File: src/rtl/pe_fi_pkg.sv
// Shared types and the fault-injection function for the runtime-configurable
// faulty output-stationary PE.
//  fi_target_e    : which value a fault lands on (weight, input, psum, none)
//  fi_mode_e      : how the mask is applied (flip, stuck-at-0, stuck-at-1, none)
//  fi_win_state_e : activation window FSM states
//  fi_apply()     : applies mask to a value according to the mode
package pe_fi_pkg;

  // Widest value fi_apply handles; callers cast in and out explicitly.
  localparam int unsigned FI_MAX_W = 64;

  typedef enum logic [1:0] {
    FI_T_WEIGHT = 2'd0,
    FI_T_INPUT  = 2'd1,
    FI_T_PSUM   = 2'd2,
    FI_T_NONE   = 2'd3
  } fi_target_e;

  typedef enum logic [1:0] {
    FI_M_FLIP = 2'd0,
    FI_M_SA0  = 2'd1,
    FI_M_SA1  = 2'd2,
    FI_M_NONE = 2'd3
  } fi_mode_e;

  typedef enum logic [1:0] {
    FI_IDLE   = 2'd0,
    FI_WAIT   = 2'd1,
    FI_ACTIVE = 2'd2,
    FI_DONE   = 2'd3
  } fi_win_state_e;

  function automatic logic [FI_MAX_W-1:0] fi_apply(input logic [FI_MAX_W-1:0] value,
                                                   input logic [FI_MAX_W-1:0] mask,
                                                   input fi_mode_e            mode);
    case (mode)
      FI_M_FLIP: fi_apply = value ^ mask;
      FI_M_SA0:  fi_apply = value & ~mask;
      FI_M_SA1:  fi_apply = value | mask;
      default:   fi_apply = value;
    endcase
  endfunction

endpackage

File: src/rtl/pe_fi_window.sv
// Fault configuration latch and activation window.
//  clk, rst          : clock, synchronous active-high reset
//  i_arm             : latch config, restart the cycle counter
//  i_target/i_mode   : fault target and mode, sampled only with i_arm
//  i_mask            : fault mask, sampled only with i_arm
//  i_start, i_len    : first active cycle after arm, active length (0 = permanent)
//  o_active          : registered window-active flag
//  o_target/o_mode/o_mask : latched configuration
module pe_fi_window
  import pe_fi_pkg::*;
#(
  parameter int unsigned ACC_W = 16,
  parameter int unsigned CNT_W = 16
) (
  input  logic             clk,
  input  logic             rst,
  input  logic             i_arm,
  input  logic [1:0]       i_target,
  input  logic [1:0]       i_mode,
  input  logic [ACC_W-1:0] i_mask,
  input  logic [CNT_W-1:0] i_start,
  input  logic [CNT_W-1:0] i_len,
  output logic             o_active,
  output fi_target_e       o_target,
  output fi_mode_e         o_mode,
  output logic [ACC_W-1:0] o_mask
);

  fi_win_state_e    r_state;
  logic [CNT_W-1:0] r_cnt;
  logic [CNT_W-1:0] r_start;
  logic [CNT_W-1:0] r_len;
  logic             r_active;

  logic [CNT_W:0]   w_sum;
  logic [CNT_W-1:0] w_end;
  logic [CNT_W-1:0] w_cnt_nxt;

  // Window end saturates so an overflowing start+len stays active until cnt saturates.
  assign w_sum     = {1'b0, r_start} + {1'b0, r_len};
  assign w_end     = w_sum[CNT_W] ? '1 : w_sum[CNT_W-1:0];
  assign w_cnt_nxt = (&r_cnt) ? r_cnt : r_cnt + CNT_W'(1);

  // The cycle right after arm has cnt=0; the window covers cnt in [start, start+len).
  always_ff @(posedge clk) begin
    if (rst) begin
      r_state  <= FI_IDLE;
      r_cnt    <= '0;
      r_start  <= '0;
      r_len    <= '0;
      r_active <= 1'b0;
      o_target <= FI_T_NONE;
      o_mode   <= FI_M_NONE;
      o_mask   <= '0;
    end else if (i_arm) begin
      o_target <= fi_target_e'(i_target);
      o_mode   <= fi_mode_e'(i_mode);
      o_mask   <= i_mask;
      r_start  <= i_start;
      r_len    <= i_len;
      r_cnt    <= '0;
      if (i_start == '0) begin
        r_state  <= FI_ACTIVE;
        r_active <= 1'b1;
      end else begin
        r_state  <= FI_WAIT;
        r_active <= 1'b0;
      end
    end else begin
      case (r_state)
        FI_WAIT: begin
          r_cnt <= w_cnt_nxt;
          if (w_cnt_nxt == r_start) begin
            r_state  <= FI_ACTIVE;
            r_active <= 1'b1;
          end
        end
        FI_ACTIVE: begin
          r_cnt <= w_cnt_nxt;
          if ((r_len != '0) && (w_cnt_nxt == w_end)) begin
            r_state  <= FI_DONE;
            r_active <= 1'b0;
          end
        end
        default: ;
      endcase
    end
  end

  assign o_active = r_active;

endmodule

File: src/rtl/pe_os_fi_gen.sv
// Output-stationary systolic PE with runtime-configurable fault injection.
// Optional build macro PE_FI_STATS_EN enables the fault_hits counter.
//  clk, rst              : clock, synchronous active-high reset
//  init                  : first operand pair of a new tile; finished tile moves to the drain
//  in_a / out_a          : activation in from the left, post-fault activation out to the right
//  in_b / out_b          : weight in from above, post-fault weight out downwards
//  in_data/in_valid      : drain chain input from the upstream PE
//  out_data/out_valid    : drain chain output
//  fault_arm             : latch fault config, restart window
//  fault_target/mode/mask/start/len : fault configuration
//  fault_active          : window active
//  drain_ovf             : sticky, drain data was lost
//  fault_hits            : cycles where injection changed a value (0 without PE_FI_STATS_EN)
module pe_os_fi_gen
  import pe_fi_pkg::*;
#(
  parameter int unsigned D_W   = 8,
  parameter int unsigned ACC_W = 2 * D_W,
  parameter int unsigned CNT_W = 16,
  parameter int unsigned ROW   = 0,
  parameter int unsigned COL   = 0
) (
  input  logic             clk,
  input  logic             rst,
  input  logic             init,
  input  logic [D_W-1:0]   in_a,
  input  logic [D_W-1:0]   in_b,
  output logic [D_W-1:0]   out_a,
  output logic [D_W-1:0]   out_b,
  input  logic [ACC_W-1:0] in_data,
  input  logic             in_valid,
  output logic [ACC_W-1:0] out_data,
  output logic             out_valid,
  input  logic             fault_arm,
  input  logic [1:0]       fault_target,
  input  logic [1:0]       fault_mode,
  input  logic [ACC_W-1:0] fault_mask,
  input  logic [CNT_W-1:0] fault_start,
  input  logic [CNT_W-1:0] fault_len,
  output logic             fault_active,
  output logic             drain_ovf,
  output logic [CNT_W-1:0] fault_hits
);

  // Reject parameter sets the datapath or trace tags cannot represent.
  if (ACC_W < 2 * D_W || ACC_W > FI_MAX_W || ROW > 32'hFFFF || COL > 32'hFFFF) begin : g_bad_params
    $error("pe_os_fi_gen: unsupported parameter set");
  end

  fi_target_e       w_cfg_target;
  fi_mode_e         w_cfg_mode;
  logic [ACC_W-1:0] w_cfg_mask;

  pe_fi_window #(
    .ACC_W (ACC_W),
    .CNT_W (CNT_W)
  ) u_window (
    .clk      (clk),
    .rst      (rst),
    .i_arm    (fault_arm),
    .i_target (fault_target),
    .i_mode   (fault_mode),
    .i_mask   (fault_mask),
    .i_start  (fault_start),
    .i_len    (fault_len),
    .o_active (fault_active),
    .o_target (w_cfg_target),
    .o_mode   (w_cfg_mode),
    .o_mask   (w_cfg_mask)
  );

  logic [D_W-1:0]   r_a;
  logic [D_W-1:0]   r_b;
  logic             r_init;
  logic [ACC_W-1:0] r_acc;
  logic [ACC_W-1:0] r_rsrv;
  logic             r_rsrv_v;
  logic [ACC_W-1:0] r_hold;
  logic             r_hold_v;
  logic [ACC_W-1:0] r_out_data;
  logic             r_out_valid;
  logic             r_ovf;

  logic             w_inj_a;
  logic             w_inj_b;
  logic             w_inj_p;
  logic [D_W-1:0]   w_a_eff;
  logic [D_W-1:0]   w_b_eff;
  logic [ACC_W-1:0] w_acc_eff;
  logic [ACC_W-1:0] w_prod;

  // Faults act on the stored operand/psum registers, so they also propagate to neighbours.
  assign w_inj_a   = fault_active && (w_cfg_target == FI_T_INPUT);
  assign w_inj_b   = fault_active && (w_cfg_target == FI_T_WEIGHT);
  assign w_inj_p   = fault_active && (w_cfg_target == FI_T_PSUM);
  assign w_a_eff   = w_inj_a ? D_W'(fi_apply(FI_MAX_W'(r_a), FI_MAX_W'(w_cfg_mask), w_cfg_mode)) : r_a;
  assign w_b_eff   = w_inj_b ? D_W'(fi_apply(FI_MAX_W'(r_b), FI_MAX_W'(w_cfg_mask), w_cfg_mode)) : r_b;
  assign w_acc_eff = w_inj_p ? ACC_W'(fi_apply(FI_MAX_W'(r_acc), FI_MAX_W'(w_cfg_mask), w_cfg_mode)) : r_acc;
  assign w_prod    = ACC_W'(w_a_eff) * ACC_W'(w_b_eff);

  // Operand stage, MAC and drain chain (own result > held > upstream).
  always_ff @(posedge clk) begin
    if (rst) begin
      r_a         <= '0;
      r_b         <= '0;
      r_init      <= 1'b0;
      r_acc       <= '0;
      r_rsrv      <= '0;
      r_rsrv_v    <= 1'b0;
      r_hold      <= '0;
      r_hold_v    <= 1'b0;
      r_out_data  <= '0;
      r_out_valid <= 1'b0;
      r_ovf       <= 1'b0;
    end else begin
      r_a    <= in_a;
      r_b    <= in_b;
      r_init <= init;
      r_acc  <= (r_init ? '0 : w_acc_eff) + w_prod;

      r_out_valid <= 1'b0;
      if (r_rsrv_v) begin
        r_out_data  <= r_rsrv;
        r_out_valid <= 1'b1;
        r_rsrv_v    <= 1'b0;
        if (in_valid) begin
          if (!r_hold_v) begin
            r_hold   <= in_data;
            r_hold_v <= 1'b1;
          end else begin
            r_ovf <= 1'b1;
          end
        end
      end else if (r_hold_v) begin
        r_out_data  <= r_hold;
        r_out_valid <= 1'b1;
        if (in_valid) r_hold <= in_data;
        else          r_hold_v <= 1'b0;
      end else if (in_valid) begin
        r_out_data  <= in_data;
        r_out_valid <= 1'b1;
      end

      // Placed after the drain so a new tile result wins over the clear above.
      if (r_init) begin
        r_rsrv   <= w_acc_eff;
        r_rsrv_v <= 1'b1;
        if (r_rsrv_v) r_ovf <= 1'b1;
      end
    end
  end

  assign out_a     = w_a_eff;
  assign out_b     = w_b_eff;
  assign out_data  = r_out_data;
  assign out_valid = r_out_valid;
  assign drain_ovf = r_ovf;

`ifdef PE_FI_STATS_EN
  logic [CNT_W-1:0] r_hits;
  logic             w_hit;

  assign w_hit = (w_inj_a && (w_a_eff != r_a)) ||
                 (w_inj_b && (w_b_eff != r_b)) ||
                 (w_inj_p && (w_acc_eff != r_acc));

  // Saturating count of cycles where an injection altered a value.
  always_ff @(posedge clk) begin
    if (rst || fault_arm) r_hits <= '0;
    else if (w_hit && !(&r_hits)) r_hits <= r_hits + CNT_W'(1);
  end

  assign fault_hits = r_hits;
`else
  assign fault_hits = '0;
`endif

endmodule

File: config.mk
export PLATFORM = sky130hd
export DESIGN_NAME = pe_os_fi_gen
export DESIGN_NICKNAME = d
export VERILOG_FILES = /design/src/rtl/pe_fi_pkg.sv /design/src/rtl/pe_fi_window.sv /design/src/rtl/pe_os_fi_gen.sv
export SDC_FILE = /design/constraint.sdc
export NUM_CORES = 1
export LEC_CHECK = 0
export ABC_AREA = 1
export CAP_MARGIN = 0
export CORE_UTILIZATION = 40
export CTS_CLUSTER_DIAMETER = 150
export DETAILED_ROUTE_END_ITERATION = 6
export SYNTH_ARGS = -nofsm -noshare
export SYNTH_HDL_FRONTEND = slang
export SYNTH_HIERARCHICAL = 1
export SYNTH_SLANG_ARGS = --single-unit
File: constraint.sdc
create_clock -name clk -period 14.2 [get_ports clk]
set_input_delay 2.84 -clock clk [delete_from_list [all_inputs] [get_ports clk]]
set_output_delay 2.84 -clock clk [all_outputs]
set_load 0.02 [all_outputs]
# ---- Word level (Yosys, flattened, before mapping)
# Cells that the tools add are included.
dict set report word_totals {
  output_inout_bits 51
  inputBits 89
  wordCells 100
  regBits 156
}
dict set report classes {
  n_eq_ne 13
  addsub 3
  n_bitwise 10
  muxes 38
  multipliers 1
  reduce_logical 16
}
# operator n
set ops {}
lappend ops {{2-to-1 mux 16 bit} 11}
lappend ops {{case mux 16 bit (3 select lines)} 1}
lappend ops {{case mux 8 bit (3 select lines)} 2}
lappend ops {{== test 16 bit} 2}
lappend ops {{adder 16 x 16 -> 17 bit} 1}
lappend ops {{adder 16 x 1 -> 16 bit, second input constant} 1}
lappend ops {{adder 16 bit} 1}
lappend ops {{AND 16 bit} 1}
lappend ops {{AND 8 bit} 2}
lappend ops {{zero test 16 bit} 1}
lappend ops {{multiplier 8 x 8 -> 16 bit} 1}
lappend ops {{2-to-1 mux 1 bit} 16}
lappend ops {{2-to-1 mux 8 bit} 2}
lappend ops {{inverter 16 bit} 1}
lappend ops {{bitwise OR 16 bit} 1}
lappend ops {{bitwise OR 8 bit} 2}
lappend ops {{AND reduction 16 bit} 1}
lappend ops {{nonzero test 16 bit} 1}
lappend ops {{bitwise XOR 16 bit} 1}
lappend ops {{bitwise XOR 8 bit} 2}
lappend ops {{2-to-1 mux 2 bit} 4}
lappend ops {{== test 2 x 1 -> 1 bit, second input constant} 3}
lappend ops {{== test 2 bit, second input constant} 3}
lappend ops {{!= test 2 bit, second input constant} 3}
lappend ops {{10 further kinds} 17}

# ---- Depth between registers and ports, before layout
dict set report logic_depth {
  ltp_word 7
  ltp_mapped 29
  mapped_depth_nobuf 28
}

# ---- Hierarchy
# The synthesis kept the hierarchy.
# module seq_area_each_um2 area_per_inst_um2 n_inst cells_each
set modules_own_cells {}
lappend modules_own_cells {pe_os_fi_gen 1701.6 7653.6 1 1017}
lappend modules_own_cells {pe_fi_window 1421.4 4799.6 1 774}

# ---- Worst setup path after synthesis
# No wires, ideal clock.
dict set report synth_path {
  path_kind {register -> register}
  startpoint {register u_window.r_active, in the netlist u_window/o_active}
  endpoint {register r_acc[15]}
  synth_period_minus_slack_ns 4.651
  required_time_ns 14.085
  setup_slack_ns 9.549
  t_arrival_ns 4.536
  path_stages_with_launch 21
  setup_time_ns 0.115
  n_path_buf 0
  cell_sequence {dfxtp_1 -> nand3_4 -> nor2_8 -> inv_8 -> o21ai_4 -> nand2_1 -> fa_1 -> inv_1 -> fa_1 -> inv_1 -> fa_1 -> fa_1 -> inv_1 -> ha_1 -> a21oi_1 -> o21ai_0 -> nor2b_1 -> nor2_1 -> nand3_1 -> nand2_1 -> nor2_1}
}
dict set report synth_between {
  elab_chain_len 4
  elab_cells_between_ends 9
  classes_between {add/sub (1); mul (1); mux (4); reduce/logical (3)}
}
# item line
set synth_rtl {}
lappend synth_rtl {{start: declaration} pe_fi_window.sv:33} ;# logic r_active;
lappend synth_rtl {{start signal: assignment} pe_fi_window.sv:51} ;# r_active <= 1'b0;
lappend synth_rtl {{start signal: assignment} pe_fi_window.sv:64} ;# r_active <= 1'b1;
lappend synth_rtl {{start signal: assignment} pe_fi_window.sv:67} ;# r_active <= 1'b0;
lappend synth_rtl {{logical AND 1 bit} pe_os_fi_gen.sv:94} ;# assign w_inj_b = fault_active && (w_cfg_target == FI_T_WEIGHT);
lappend synth_rtl {{2-to-1 mux 8 bit} pe_os_fi_gen.sv:97} ;# assign w_b_eff = w_inj_b ? D_W'(fi_apply(FI_MAX_W'(r_b), FI_MAX_W'(w_cfg_mask), w_cfg_mode)) : r_b;
lappend synth_rtl {{via out_b[0]} pe_os_fi_gen.sv:29} ;# output logic [D_W-1:0] out_b,
lappend synth_rtl {{multiplier 8 x 8 -> 16 bit} pe_os_fi_gen.sv:99} ;# assign w_prod = ACC_W'(w_a_eff) * ACC_W'(w_b_eff);
lappend synth_rtl {{adder 16 bit} pe_os_fi_gen.sv:119} ;# r_acc <= (r_init ? '0 : w_acc_eff) + w_prod;
lappend synth_rtl {{end signal: assignment} pe_os_fi_gen.sv:119}
lappend synth_rtl {{end: declaration} pe_os_fi_gen.sv:75} ;# logic [ACC_W-1:0] r_acc;
# The timed path passes the listed nets, and every way through them passes these cells.
# A chain may end at the register's enable or synchronous reset.

# ---- Worst setup path in the final report
dict set report layout_path {
  startpoint {register u_window.o_mode[0]}
  endpoint {output out_a[1]}
}
dict set report layout_between {
  elab_chain_len 3
  elab_cells_between_ends 5
  classes_between {eq/ne (2); mux (2); reduce/logical (1)}
}
# item line
set layout_rtl {}
lappend layout_rtl {{start: declaration} pe_fi_window.sv:25} ;# output fi_mode_e o_mode,
lappend layout_rtl {{start signal: assignment} pe_fi_window.sv:57} ;# o_mode <= fi_mode_e'(i_mode);
lappend layout_rtl {{== test 2 bit (tied with other cells)} pe_fi_pkg.sv:36} ;# case (mode)
lappend layout_rtl {{case mux 8 bit (3 select lines) (*)} pe_fi_pkg.sv:36}
lappend layout_rtl {{2-to-1 mux 8 bit (*)} pe_os_fi_gen.sv:96} ;# assign w_a_eff = w_inj_a ? D_W'(fi_apply(FI_MAX_W'(r_a), FI_MAX_W'(w_cfg_mask), w_cfg_mode)) : r_a;
lappend layout_rtl {{end: declaration} pe_os_fi_gen.sv:28} ;# output logic [D_W-1:0] out_a,
# Every way passes the cells marked *; elsewhere a longest branch is shown, timed or not.

==> reports/summary.txt <==
CELLS AND AREA
------------------------------------------------------------------------------------------------------
Final standard cell count with taps included and fillers excluded                                 2290
Layout cells sized above 1                                                                       6.55%
Most common cell after layout, fill and taps aside                                             nand2_1
Fill cell instance count of the final layout                                                      3125
Layout-stage area growth over the synthesis result                                               16.2%
Diode insertion count for antenna repair                                                             0
Final net count                                                                                   2140
Leading cell types in the layout, fill and taps excluded                                  355 x nand2_1, 294 x inv_1, 224 x nor2_1

STA
------------------------------------------------------------------------------------------------------
Max-Slew Margin vs Limit                                                                         29.8%
Final setup fails                                                                                    0
Worst slew pin tran                                                                            1050 ps
Final total negative setup slack                                                                  0 ps
Final Max Tran Viols                                                                                 0
Setup repair after global routing missed its margin                                              false
Fmax                                                                                         0.174 GHz
Minimum hold slack                                                                              496 ps
Crit share post-route                                                                            40.6%
Crit path time final                                                                           5760 ps
Final Hold Violating Endpoints                                                                       0
Setup clock skew after layout                                                                  10.9 ps

HOLD PATH
------------------------------------------------------------------------------------------------------
Start point of the worst hold path                                                        u_window/r_state[0]
Hold Crit Class                                                                           flop to flop

PLACE
------------------------------------------------------------------------------------------------------
DP HPWL                                                                                       27100 um
Placed cells                                                                                      2258
Port-buffer cells                                                                                  123
Weighted congestion at the end of routability-driven global placement                            0.901

YOSYS
------------------------------------------------------------------------------------------------------
Multiplexer area fraction after synthesis                                                      0.0804%
Largest cells by area after synthesis                                                     dfxtp_1 25%, ha_1 12%, nand2_1 11%
Number of enable-type register cells in the synthesized netlist                                      0
Simple logic cell fraction of the synthesized area                                               25.4%
Area leader, netlist                                                                           dfxtp_1
Cells after Synth                                                                                 1791
Combinational family with the most area after synthesis                                   simple AND/OR/NAND/NOR gates
Leading register cell type out of synthesis                                                    dfxtp_1
Post-synth design cell area                                                                  12500 um2
Async set or reset register ratio after synthesis                                                   0%
Adder-Cell Fraction of Synth Area                                                                20.2%
Sequential-to-total area share from yosys stat                                                   25.1%
Area share of the largest cell type after synthesis                                              25.1%
Number of distinct library cells after synthesis                                                    54
Compound-Gate Fraction of Synth Area                                                             15.4%
Syn. warnings                                                                                        6
Post-synthesis xor/xnor area fraction                                                           0.985%
Average instance area after synthesis                                                         6.95 um2
Synthesized flop and latch total                                                                   156

FLOORPLAN
------------------------------------------------------------------------------------------------------
Die span in x                                                                                   178 um
Top-level port count                                                                               140
Core Rows                                                                                           64
Die area                                                                                     31800 um2
Initial standard-cell utilization of the core                                                    40.7%
Chip height                                                                                     178 um
Core ar.                                                                                     30600 um2

RUN STATUS
------------------------------------------------------------------------------------------------------
Outcome                                                                                      completed

DRT
------------------------------------------------------------------------------------------------------
Final ANT Viol Nets                                                                                  0
Drt via density                                                                                   5.01
1st-iter DRT viols                                                                                 688
Via Count                                                                                        11500
Drc violations                                                                                       0
1st-pass router iterations                                                                           5
Wire length per cell after detailed routing                                                    15.4 um
Routed wire length                                                                            35400 um

SETUP PATH
------------------------------------------------------------------------------------------------------
Critical-path cell with the highest stage delay                                                 nor2_4
Arr. time, crit path                                                                           2920 ps
WP data required                                                                              11360 ps
Startpoint kind of the worst setup timing path                                                    flop
Launching element of the worst setup path                                                 u_window/o_mode[0]
Maximum fanout along the worst path                                                                 32
Startpoint of the worst register-to-register path                                         u_window/o_mode[0]
Critical setup path kind                                                                  flop to output port
Longest individual stage delay on the worst path                                                710 ps
Element type at the critical path end                                                      output port
Cell chain of the critical path                                                           nor2_4 > nand2_1 > o21ai_0 > a211oi_2 > a21oi_2 > clkdlybuf4s50_1
Worst-case register-to-register setup slack                                                    8850 ps

CLOCK TREE
------------------------------------------------------------------------------------------------------
Post-cts hold buffer count                                                                           0
# clock sinks                                                                                      156
Quantity of gates resized following cts                                                              0
Num CTS Buffers                                                                                     17
Number of buffers inserted by post-CTS setup repair                                                  0
Clk Tree Root Cell                                                                           clkbuf_16
Maximum clock insertion buffer count                                                                 2
CTS H-tree depth                                                                                     4
Clock transition at the register clock pins on the worst setup and hold paths after CTS          70 ps
Clk_lat worst skew                                                                              440 ps
TritonCTS clock tree                                                                              done

GRT
------------------------------------------------------------------------------------------------------
First-pass GRT wire length                                                                    57000 um
Total gr overflow                                                                                    0
Largest net degree at the start of global routing                                                   62
Number of global-route vias before repair                                                        10900
Total routing resource utilization after global routing                                          23.1%
Number of antenna violations at the first check in global routing                                    0

POWER
------------------------------------------------------------------------------------------------------
Static Leakage                                                                                 7.05 nW
Maximum VDD drop                                                                             0.0834 mV
Power density of the placed cells                                                          99.2 nW/um2

JOB
------------------------------------------------------------------------------------------------------
Number of maximum-capacitance violations                                                             0

==> cells in the mapped netlist (5+ instances only) <==
cell type / instances
buf_2: 9
nand4_1: 22
o21ai_2: 10
nor2_4: 5
nand2_1: 355
o2111ai_1: 9
nor3_1: 5
o21ai_1: 8
o21ai_0: 136
nor2_1: 224
a21oi_2: 5
o211ai_1: 38
dfxtp_1: 156
fa_1: 51
nand2_2: 8
or2_2: 15
ha_1: 119
xor2_1: 12
clkbuf_1: 35
inv_2: 17
inv_1: 294
nand3_1: 68
buf_4: 21
nor4_1: 8
a21oi_1: 104
==> registers in the layout (all words and copies together) (netlist names) <==
signal             count
out_data              16
r_acc                 16
r_hold                16
r_rsrv                16
u_window/o_mask       16
u_window/r_cnt        16
u_window/r_len        16
u_window/r_start      16
r_a                    8
r_b                    8
u_window/o_mode        2
u_window/o_target      2
u_window/r_state       2
drain_ovf              1
out_valid              1
r_hold_v               1
r_init                 1
r_rsrv_v               1
u_window/o_active      1
==> layer usage <==
| layer | part of all wire (%) | GRT usage (%) | vias to the layer above |
|---|---|---|---|
| met4 | 2.3 | 7.80 | 0 |
| met5 | 0 | 0 | - |
| met1 | 50 | 33.9 | 5284 |
| li1 | - | - | 5828 |
| met2 | 42 | 34.4 | 328 |
| met3 | 5.8 | 2.88 | 43 |
==> stage by stage <==
stage | power, W | utilization [%] | setup slack [ps] | cell area [um2]
2_1_floorplan | 0.000816 | - | 9550 | 12500
3_3_place_gp | 0.000954 | 45.3 | 8980 | 13900
3_5_place_dp | 0.000958 | 45.3 | 8870 | 13900
4_1_cts | 0.00145 | 47.3 | 8450 | 14500
5_1_grt | 0.00153 | 47.3 | 8320 | 14500
6_report | 0.00144 | 47.3 | 8440 | 14500
==> path summary, 6_finish.rpt <==
path / to / cells past startpoint
worst min-delay path: u_window/r_state[0] / 2
worst max-delay path: out_a[1] / 6
worst min register to register: u_window/r_state[0] / 2
worst max register to register: r_acc[13] / 23
==> worst max-delay path, delay by kind of cell, from the launching register on <==
family	cells	cell delay (ps)
AO/OA/AOI/OAI	3	570
buffers and inverters	1	690
AND/OR/NAND/NOR	2	820
flip-flops	1	390
==> area by class of cell <==
cell class / count / area, um2 / share of cell area, %
well taps: 396 / 495 / 3.42
repair buffers: 129 / 1270 / 8.78
flip-flops and latches: 156 / 3120 / 21.6
clock inverters: 14 / 176 / 1.22
clock buffers: 18 / 429 / 2.96
multi-input cells: 1259 / 7770 / 53.7
inverters: 318 / 1210 / 8.33
==> kinds of logic after synthesis <==
| kind of cell | after synthesis |
|---|---|
| flip-flops | 156 |
| XOR/XNOR | 14 |
| adder cells (fa/ha/maj) | 170 |
| multiplexers | 1 |
| AND/OR/NAND/NOR | 733 |
| other | 1 |
| AO/OA/AOI/OAI | 325 |
| buffers and inverters | 391 |
==> power breakdown <==
| part | total (W) | internal [W] | switching, W |
|---|---|---|---|
| combinational | 0.000444 | 0.000168 | 0.000277 |
| sequential | 0.000510 | 0.000476 | 0.0000331 |
| clock | 0.000482 | 0.000267 | 0.000215 |
| total | 0.00144 | 0.000912 | 0.000525 |
No activity file was read; power rests on OpenSTA's default activity.
